**src/rtl/uart_pkg.sv**
```systemverilog
// Shared UART definitions: state encoding and default frame parameters,
// common to the transmitter and receiver.
package uart_pkg;

  typedef enum logic [1:0] {
    IDLE  = 2'd0,
    START = 2'd1,
    DATA  = 2'd2,
    STOP  = 2'd3
  } uart_state_t;

  localparam int OVERSAMPLE_DEF = 16;
  localparam int DATA_BITS_DEF  = 8;

endpackage

```
**src/rtl/uart_tx_if.sv**
```systemverilog
// Producer-facing port bundle of the UART transmitter, plus its FSM state for observation.
// Handshake: a byte is taken on tx_data in any clk cycle where tx_start && tx_ready; tx_start while tx_ready=0 is dropped.
interface uart_tx_if #(
   parameter int DATA_BITS = uart_pkg::DATA_BITS_DEF
);
   logic                    b_tick;
   logic                    tx_start;
   logic [DATA_BITS-1:0]    tx_data;
   logic                    tx_ready;
   logic                    tx_busy;
   logic                    tx_done;
   logic                    tx;
   uart_pkg::uart_state_t   state;

   modport master (
      output b_tick, tx_start, tx_data,
      input  tx_ready, tx_busy, tx_done, tx, state
   );

   modport slave (
      input  b_tick, tx_start, tx_data,
      output tx_ready, tx_busy, tx_done, tx, state
   );
endinterface

```
**src/rtl/uart_tx.sv**
```systemverilog
// 8N1 UART transmitter, LSB first, paced by a 16x oversampling tick, with a
// one-entry holding register so consecutive frames leave with no idle gap.
module uart_tx
   import uart_pkg::*;
#(
   parameter int OVERSAMPLE = OVERSAMPLE_DEF,
   parameter int DATA_BITS  = DATA_BITS_DEF
) (
   input logic       clk,
   input logic       rst,
   uart_tx_if.slave  bus
);

   localparam int TW = $clog2(OVERSAMPLE);
   localparam int BW = (DATA_BITS > 1) ? $clog2(DATA_BITS) : 1;
   localparam logic [TW-1:0] TICK_LAST = TW'(OVERSAMPLE - 1);
   localparam logic [BW-1:0] BIT_LAST  = BW'(DATA_BITS - 1);

   uart_state_t          state_q, state_d;
   logic [TW-1:0]        tick_q, tick_d;
   logic [BW-1:0]        bit_q, bit_d;
   logic [DATA_BITS-1:0] shift_q, shift_d;
   logic [DATA_BITS-1:0] hold_q, hold_d;
   logic                 hold_valid_q, hold_valid_d;
   logic                 tx_q, tx_d;
   logic                 done_q, done_d;
   logic                 accept;
   logic                 tick_end;

   assign accept   = bus.tx_start && !hold_valid_q;
   assign tick_end = bus.b_tick && (tick_q == TICK_LAST);

   always_ff @(posedge clk or posedge rst) begin
      if (rst) begin
         state_q      <= IDLE;
         tick_q       <= '0;
         bit_q        <= '0;
         shift_q      <= '0;
         hold_q       <= '0;
         hold_valid_q <= 1'b0;
         tx_q         <= 1'b1;
         done_q       <= 1'b0;
      end else begin
         state_q      <= state_d;
         tick_q       <= tick_d;
         bit_q        <= bit_d;
         shift_q      <= shift_d;
         hold_q       <= hold_d;
         hold_valid_q <= hold_valid_d;
         tx_q         <= tx_d;
         done_q       <= done_d;
      end
   end

   always_comb begin
      state_d      = state_q;
      tick_d       = tick_q;
      bit_d        = bit_q;
      shift_d      = shift_q;
      hold_d       = hold_q;
      hold_valid_d = hold_valid_q;
      done_d       = 1'b0;

      // While a frame is on the line, an accepted write parks in the holding register.
      if (accept && state_q != IDLE) begin
         hold_d       = bus.tx_data;
         hold_valid_d = 1'b1;
      end

      case (state_q)
         IDLE: begin
            tick_d = '0;
            if (hold_valid_q) begin
               shift_d      = hold_q;
               hold_valid_d = 1'b0;
               state_d      = START;
            end else if (accept) begin
               shift_d = bus.tx_data;
               state_d = START;
            end
         end
         START: begin
            if (tick_end) begin
               tick_d  = '0;
               bit_d   = '0;
               state_d = DATA;
            end else if (bus.b_tick) begin
               tick_d = tick_q + 1'b1;
            end
         end
         DATA: begin
            if (tick_end) begin
               tick_d = '0;
               if (bit_q == BIT_LAST) begin
                  state_d = STOP;
               end else begin
                  shift_d = shift_q >> 1;
                  bit_d   = bit_q + 1'b1;
               end
            end else if (bus.b_tick) begin
               tick_d = tick_q + 1'b1;
            end
         end
         STOP: begin
            if (tick_end) begin
               tick_d = '0;
               done_d = 1'b1;
               if (hold_valid_q) begin
                  shift_d      = hold_q;
                  hold_valid_d = 1'b0;
                  state_d      = START;
               end else if (accept) begin
                  // Same-cycle write goes straight to the shifter, bypassing the holding register.
                  shift_d      = bus.tx_data;
                  hold_d       = hold_q;
                  hold_valid_d = 1'b0;
                  state_d      = START;
               end else begin
                  state_d = IDLE;
               end
            end else if (bus.b_tick) begin
               tick_d = tick_q + 1'b1;
            end
         end
         default: state_d = IDLE;
      endcase

      case (state_d)
         START:   tx_d = 1'b0;
         DATA:    tx_d = shift_d[0];
         default: tx_d = 1'b1;
      endcase
   end

   assign bus.tx       = tx_q;
   assign bus.tx_done  = done_q;
   assign bus.tx_busy  = (state_q != IDLE);
   assign bus.tx_ready = !hold_valid_q;
   assign bus.state    = state_q;

endmodule

```
**src/flat_wrapper.sv**
```systemverilog
// flat-port wrapper written by rule: the top's interface ports become plain ports
module uart_tx_flat import uart_pkg::*;
#(
   parameter int OVERSAMPLE = OVERSAMPLE_DEF,
   parameter int DATA_BITS  = DATA_BITS_DEF
)
  (clk, rst, bus_b_tick, bus_tx_start, bus_tx_data, bus_tx_ready, bus_tx_busy, bus_tx_done, bus_tx, bus_state);
  uart_tx_if #(.DATA_BITS(DATA_BITS)) bus_i ();
  input logic clk;
  input logic rst;
  input wire logic [$bits(bus_i.b_tick)-1:0] bus_b_tick;
  input wire logic [$bits(bus_i.tx_start)-1:0] bus_tx_start;
  input wire logic [$bits(bus_i.tx_data)-1:0] bus_tx_data;
  output wire logic [$bits(bus_i.tx_ready)-1:0] bus_tx_ready;
  output wire logic [$bits(bus_i.tx_busy)-1:0] bus_tx_busy;
  output wire logic [$bits(bus_i.tx_done)-1:0] bus_tx_done;
  output wire logic [$bits(bus_i.tx)-1:0] bus_tx;
  output wire logic [$bits(bus_i.state)-1:0] bus_state;
  assign bus_i.b_tick = bus_b_tick;
  assign bus_i.tx_start = bus_tx_start;
  assign bus_i.tx_data = bus_tx_data;
  assign bus_tx_ready = bus_i.tx_ready;
  assign bus_tx_busy = bus_i.tx_busy;
  assign bus_tx_done = bus_i.tx_done;
  assign bus_tx = bus_i.tx;
  assign bus_state = bus_i.state;
  uart_tx #(.OVERSAMPLE(OVERSAMPLE), .DATA_BITS(DATA_BITS)) u_core (.clk(clk), .rst(rst), .bus(bus_i));
endmodule
```
**config.mk**
```make
export PLATFORM = sky130hd
export DESIGN_NAME = uart_tx_flat
export DESIGN_NICKNAME = d
export VERILOG_FILES = /design/src/rtl/uart_pkg.sv /design/src/rtl/uart_tx_if.sv /design/src/rtl/uart_tx.sv /design/src/flat_wrapper.sv
export SDC_FILE = /design/constraint.sdc
export NUM_CORES = 1
export LEC_CHECK = 0
export CORE_UTILIZATION = 62
export CTS_BUF_LIST = sky130_fd_sc_hd__clkbuf_16
export DETAILED_ROUTE_END_ITERATION = 8
export DONT_BUFFER_PORTS = 1
export GPL_ROUTABILITY_DRIVEN = 0
export PLACE_DENSITY = 0.74
export SLEW_MARGIN = 20
export SYNTH_ARGS = -nofsm -noshare
export SYNTH_HDL_FRONTEND = slang
export SYNTH_SLANG_ARGS = --single-unit
```
**constraint.sdc**
```tcl
create_clock -name clk -period 2.5 [get_ports clk]
set_input_delay 0.5 -clock clk [delete_from_list [all_inputs] [get_ports clk]]
set_output_delay 0.5 -clock clk [all_outputs]
set_load 0.01 [all_outputs]
```
# After elaboration in Yosys (flattened, before gate mapping)
# Index checks and enable logic that the tools add are counted.
# word_totals
ram_bits,0
rom_bits,0
latch_bits,0
mem_count,0
ff_bits,28
# classes
multipliers,0
reduce_logical,11
n_lt_le_gt_ge,0
bitwise_logic,0
n_eq_ne,13
shift,0
div_mod_pow,0
add_sub_neg,2
mux,36
# op_table
op,count
two-way mux 8 bit,10
one-hot mux 8 bit (3 select lines),1
two-way mux 2 bit,7
two-way mux 3 bit,3
two-way mux 1 bit,8
two-way mux 4 bit,2
one-hot mux 2 bit (4 select lines),1
one-hot mux 4 bit (2 select lines),1
AND reduction 4 bit,2
"== test 2 bit, second input constant",3
"!= test 2 x 1 -> 1 bit, second input constant",3
one-hot mux 3 bit (2 select lines),1
"adder 4 x 1 -> 4 bit, second input constant",1
"== test 2 x 1 -> 1 bit, second input constant",2
"== test 4 bit, second input constant",1
"!= test 4 x 3 -> 1 bit, second input constant",1
one-hot mux 1 bit (2 select lines),2
nonzero test 2 bit,2
"adder 3 x 1 -> 3 bit, second input constant",1
"== test 3 bit, second input constant",1
logical AND 1 bit,3
"!= test 3 x 1 -> 1 bit, second input constant",1
nonzero test 3 bit,1
OR reduction 3 bit,1
other kinds (3),3

# Logic depth before layout (Yosys ltp)
# logic_depth
ltp_word,8
mapped_depth,8
depth_no_buf,7

# Least setup slack after synthesis
# OpenSTA, ideal clock, no wires.
# synth_path
path_type,reg-to-reg
from,reg u_core.tick_q[0]
to,reg u_core.hold_q[0]
setup_slack_ps,607
path_stages_with_launch,7
t_arrival_ps,1769
n_path_buf,1
path_cell_list,dfrtp_1 > ha_1 > and4_4 > buf_6 > and2_4 > nor3_4 > mux2_2
# synth_via
elab_chain_cells,4
# synth_lines
item,line_no,rtl
"start, declared",uart_tx.sv:20,"logic [TW-1:0] tick_q, tick_d;"
"start signal, assigned",uart_tx.sv:45,tick_q <= tick_d;
== test 4 bit (*),uart_tx.sv:31,assign tick_end = bus.b_tick && (tick_q == TICK_LAST);
logical AND 1 bit (*),uart_tx.sv:31,
two-way mux 8 bit,uart_tx.sv:105,if (tick_end) begin
two-way mux 8 bit,uart_tx.sv:70,case (state_q)
"end signal, assigned",uart_tx.sv:48,hold_q <= hold_d;
"end, declared",uart_tx.sv:23,"logic [DATA_BITS-1:0] hold_q, hold_d;"
# Mark *: on every way between the ends. The rest lies on a longest branch, timed or not.
# A chain may end at the register's enable or synchronous reset.

# Final worst setup path
# layout_path
from,reg u_core.bit_q[0]
to,"reg u_core.tx_q, in the netlist u_core.bus.tx"
# layout_via
elab_chain_cells,6
# layout_lines
item,line_no,rtl
"start, declared",uart_tx.sv:21,"logic [BW-1:0] bit_q, bit_d;"
"start signal, assigned",uart_tx.sv:46,bit_q <= bit_d;
== test 3 bit (*),uart_tx.sv:94,if (bit_q == BIT_LAST) begin
two-way mux 2 bit,uart_tx.sv:94,
two-way mux 2 bit,uart_tx.sv:92,if (tick_end) begin
one-hot mux 2 bit (4 select lines),uart_tx.sv:70,
== test 2 bit or == test 2 x 1 -> 1 bit (tied branches),uart_tx.sv:128,case (state_d)
one-hot mux 1 bit (2 select lines) (*),uart_tx.sv:128,
via u_core.tx_d,uart_tx.sv:25,"logic tx_q, tx_d;"
"end signal, assigned",uart_tx.sv:50,tx_q <= tx_d;
"end, declared",uart_tx.sv:25,
# The timed path passes the listed nets; every way through them passes the cells marked *. The select of a mux whose other input is x is not followed.

==> impl_metrics.env <==
export IMPL_drive_above_1_share_pct=13.4
export IMPL_tightestPinTransition_ps=845
export IMPL_cts_hold_buffers=0
export IMPL_core_area_um2=2300
export IMPL_cp_cell_sequence="ha_1 > ha_1 > nor3_1 > nor2_1 > nand2_1 > a31oi_1"
export IMPL_insertedDiodeCount=0
export IMPL_seq_area_frac_synth_pct=44.9
export IMPL_vdd_drop_max_v=0.000772
export IMPL_crit_path_start_kind="register"
export IMPL_synth_flop_cell="dfrtp_1"
export IMPL_ys_types=41
export IMPL_synth_cell_area_um2=1560
export IMPL_io_pins=18
export IMPL_rsz0062_at_grt="false"
export IMPL_tritoncts="yes"
export IMPL_synth_edf_count=0
export IMPL_fin_crit_sh_pct=91.0
export IMPL_dieArea_um2=2730
export IMPL_synthCells=160
export IMPL_hold_viol=0
export IMPL_die_w_um=52.2
export IMPL_num_vias=1189
export IMPL_cts_repair_resized=0
export IMPL_syn_nets=179
export IMPL_port_buffers=0
export IMPL_maxSlewViolCount=0
export IMPL_slowest_delay_ps=660
export IMPL_path_delay_family="simple AND/OR/NAND/NOR gates"
export IMPL_wl_mm=3.10
export IMPL_r2r_start="u_core.bit_q[0]"
export IMPL_h_tree_depth=1
export IMPL_clk_pin_slew_ps=70
export IMPL_path_max_fanout=14
export IMPL_yosysWarnings=0
export IMPL_postCtsSetupBuffers=0
export IMPL_critPathBufInv=0
export IMPL_cp_common_cell="ha_1"
export IMPL_ff2ff_setup_slack_ps=230
export IMPL_sw_frac_of_total_pct=35.7
export IMPL_place_ws_ps=315
export IMPL_power_density_nw_per_um2=1070
export IMPL_num_rows=17
export IMPL_drt_iter0_drc=44
export IMPL_p_comb_share_pct=36.2
export IMPL_maxCapViolCount=0
export IMPL_path_class="reg -> reg"
export IMPL_synth_top_cell_by_area="dfrtp_1"
export IMPL_worstSkewPairLatency_ps=260
export IMPL_fin_crit_ps=2270
export IMPL_fin_worst_skew_ps=1.79
export IMPL_hpwl_mm=2.15
export IMPL_ant_nets=0
export IMPL_cp_arrival_ps=2440
export IMPL_synth_top_family_by_area="compound AO/OA/AOI/OAI gates"
export IMPL_drc=0
export IMPL_root_buffer="clkbuf_16"
export IMPL_grt_usage_pct=26.8
export IMPL_cts_num_sinks=28
export IMPL_wire_per_inst_um=16.8
export IMPL_p_seq_share_pct=43.0
export IMPL_cts_max_path_buffers=2
export IMPL_grt_pass1_vias=1183
export IMPL_finalSetupTns_ps=0
export IMPL_slew_limit_headroom_pct=43.4
export IMPL_dr_pass1_iters=4
export IMPL_fp_dieH_um=52.2
export IMPL_ys_ff_latch=28
export IMPL_grt_ovfl_total=0
export IMPL_finalNetCount=177
export IMPL_setup_violations=0
export IMPL_fin_ws_ps=226
export IMPL_p_leak_nw=0.732
export IMPL_viasPerCell=6.43
export IMPL_synthArstFlopShare_pct=100
export IMPL_antenna_found_initial=0
export IMPL_synth_xor_area_share_pct=1.68
export IMPL_p_int_mw=1.13
export IMPL_hold_path_class="in -> async"
export IMPL_grt_pass1_wl_mm=5.39
export IMPL_synth_top_cell_area_share_pct=43.2
export IMPL_numCtsBuffers=3
export IMPL_outcome="completed"
export IMPL_synthSimpleGateAreaFrac_pct=17.9
export IMPL_grt_max_degree=29
export IMPL_startpoint="u_core.bit_q[0]"
export IMPL_clock_fmax_mhz=440
export IMPL_synth_fa_ha_area_share_pct=5.60
export IMPL_power_frac_clock_pct=20.8
export IMPL_switchingPower_uw=625
export IMPL_required_ps=2670
export IMPL_cp_end_kind="register"
export IMPL_synth_compound_area_share_pct=18.5
export IMPL_synthTopCellsByArea="dfrtp_1, mux2_2, ha_1, nand2_1, o21ai_0"
export IMPL_start_util_pct=68.1
export IMPL_syn_to_final_growth_pct=4.80
export IMPL_fillers=170
export IMPL_synth_mux_area_share_pct=7.04
export IMPL_worst_path_max_delay_cell="nor2_1"
export IMPL_syn_avg_cell_area_um2=9.78
export IMPL_hold_ws_ps=186
-- metrics by stage --
stage	power, mW	util [%]	cells	instance area, um2
finish	1.75	71.4	185	1640
detailed placement	1.38	67.9	181	1560
CTS	1.75	71.4	185	1640
floorplan	1.25	-	160	1560
global route	1.87	71.4	185	1640
global placement	1.35	67.9	181	1560
-- synthesized netlist by cell type (3+ instances only) --
cell type / number
a22o_1: 3
inv_1: 5
mux2_2: 8
a21oi_1: 9
nand2_1: 19
dfrtp_1: 27
nor2_1: 14
clkbuf_1: 4
o22a_1: 5
nor3_1: 7
ha_1: 7
o21ai_0: 14
-- metal layers --
| metal | vias to the layer above | track usage [%] | part of all wire, % |
|---|---|---|---|
| li1 | 570 | - | - |
| met1 | 578 | 38.5 | 47 |
| met2 | 39 | 41.9 | 47 |
| met3 | 2 | 3.19 | 5.4 |
| met4 | 0 | 9.21 | 0.32 |
| met5 | - | 0 | 0 |
-- cells in the final DEF (no fill, tap or decap), drive strengths merged, types with 2 or more instances in the layout --
cell	count
clkinv	2
a22o	3
o31ai	2
o22a	5
nand4	2
ha	7
a21oi	9
a2bb2oi	2
nor2	14
inv	5
mux2i	2
xor2	2
nand2	19
o22ai	2
or2	2
o21ai	14
a211oi	2
mux2	8
clkbuf	3
dfrtp	27
nand3	2
nor3	8
and3	2
-- layout make-up --
| class | count | area [um2] | area share (%) |
|---|---|---|---|
| flip-flops and latches | 28 | 702 | 42.8 |
| multi-input cells | 118 | 793 | 48.4 |
| repair buffers | 1 | 7.51 | 0.458 |
| clock buffers | 3 | 75.1 | 4.58 |
| well taps | 28 | 35.0 | 2.14 |
| clock inverters | 1 | 3.75 | 0.229 |
| inverters | 6 | 22.5 | 1.37 |
-- final timing paths --
kind,to,cells after the start
max,u_core.bus.tx,6
min,u_core.tick_q[3],2
max reg2reg,u_core.bus.tx,6
min reg2reg,u_core.hold_q[5],1
max in group asynchronous,u_core.bus.tx,2
min in group clk,u_core.hold_q[1],2
-- flip-flops by register name, indices dropped and copies added, names as in the netlist --
signal / flops
u_core.bus.state: 2
u_core.tick_q: 4
u_core.shift_q: 8
u_core.hold_q: 8
u_core.bus.tx_done: 1
u_core.bus.tx: 1
u_core.bit_q: 3
u_core.hold_valid_q: 1
-- logic make-up after synthesis --
kind of cell	count (synthesis)
AND/OR/NAND/NOR	54
AO/OA/AOI/OAI	44
flip-flops	28
buffers and inverters	14
multiplexers	10
adder cells (fa/ha/maj)	7
XOR/XNOR	3
-- power by group through the flow --
stage | combinational [mW] | sequential, mW | clock, mW
floorplan | 0.541 | 0.713 | 0
global placement | 0.599 | 0.748 | 0
detailed placement | 0.620 | 0.758 | 0
CTS | 0.627 | 0.751 | 0.367
global route | 0.708 | 0.774 | 0.390
finish | 0.634 | 0.753 | 0.365
(Power assumes the default switching activity.)
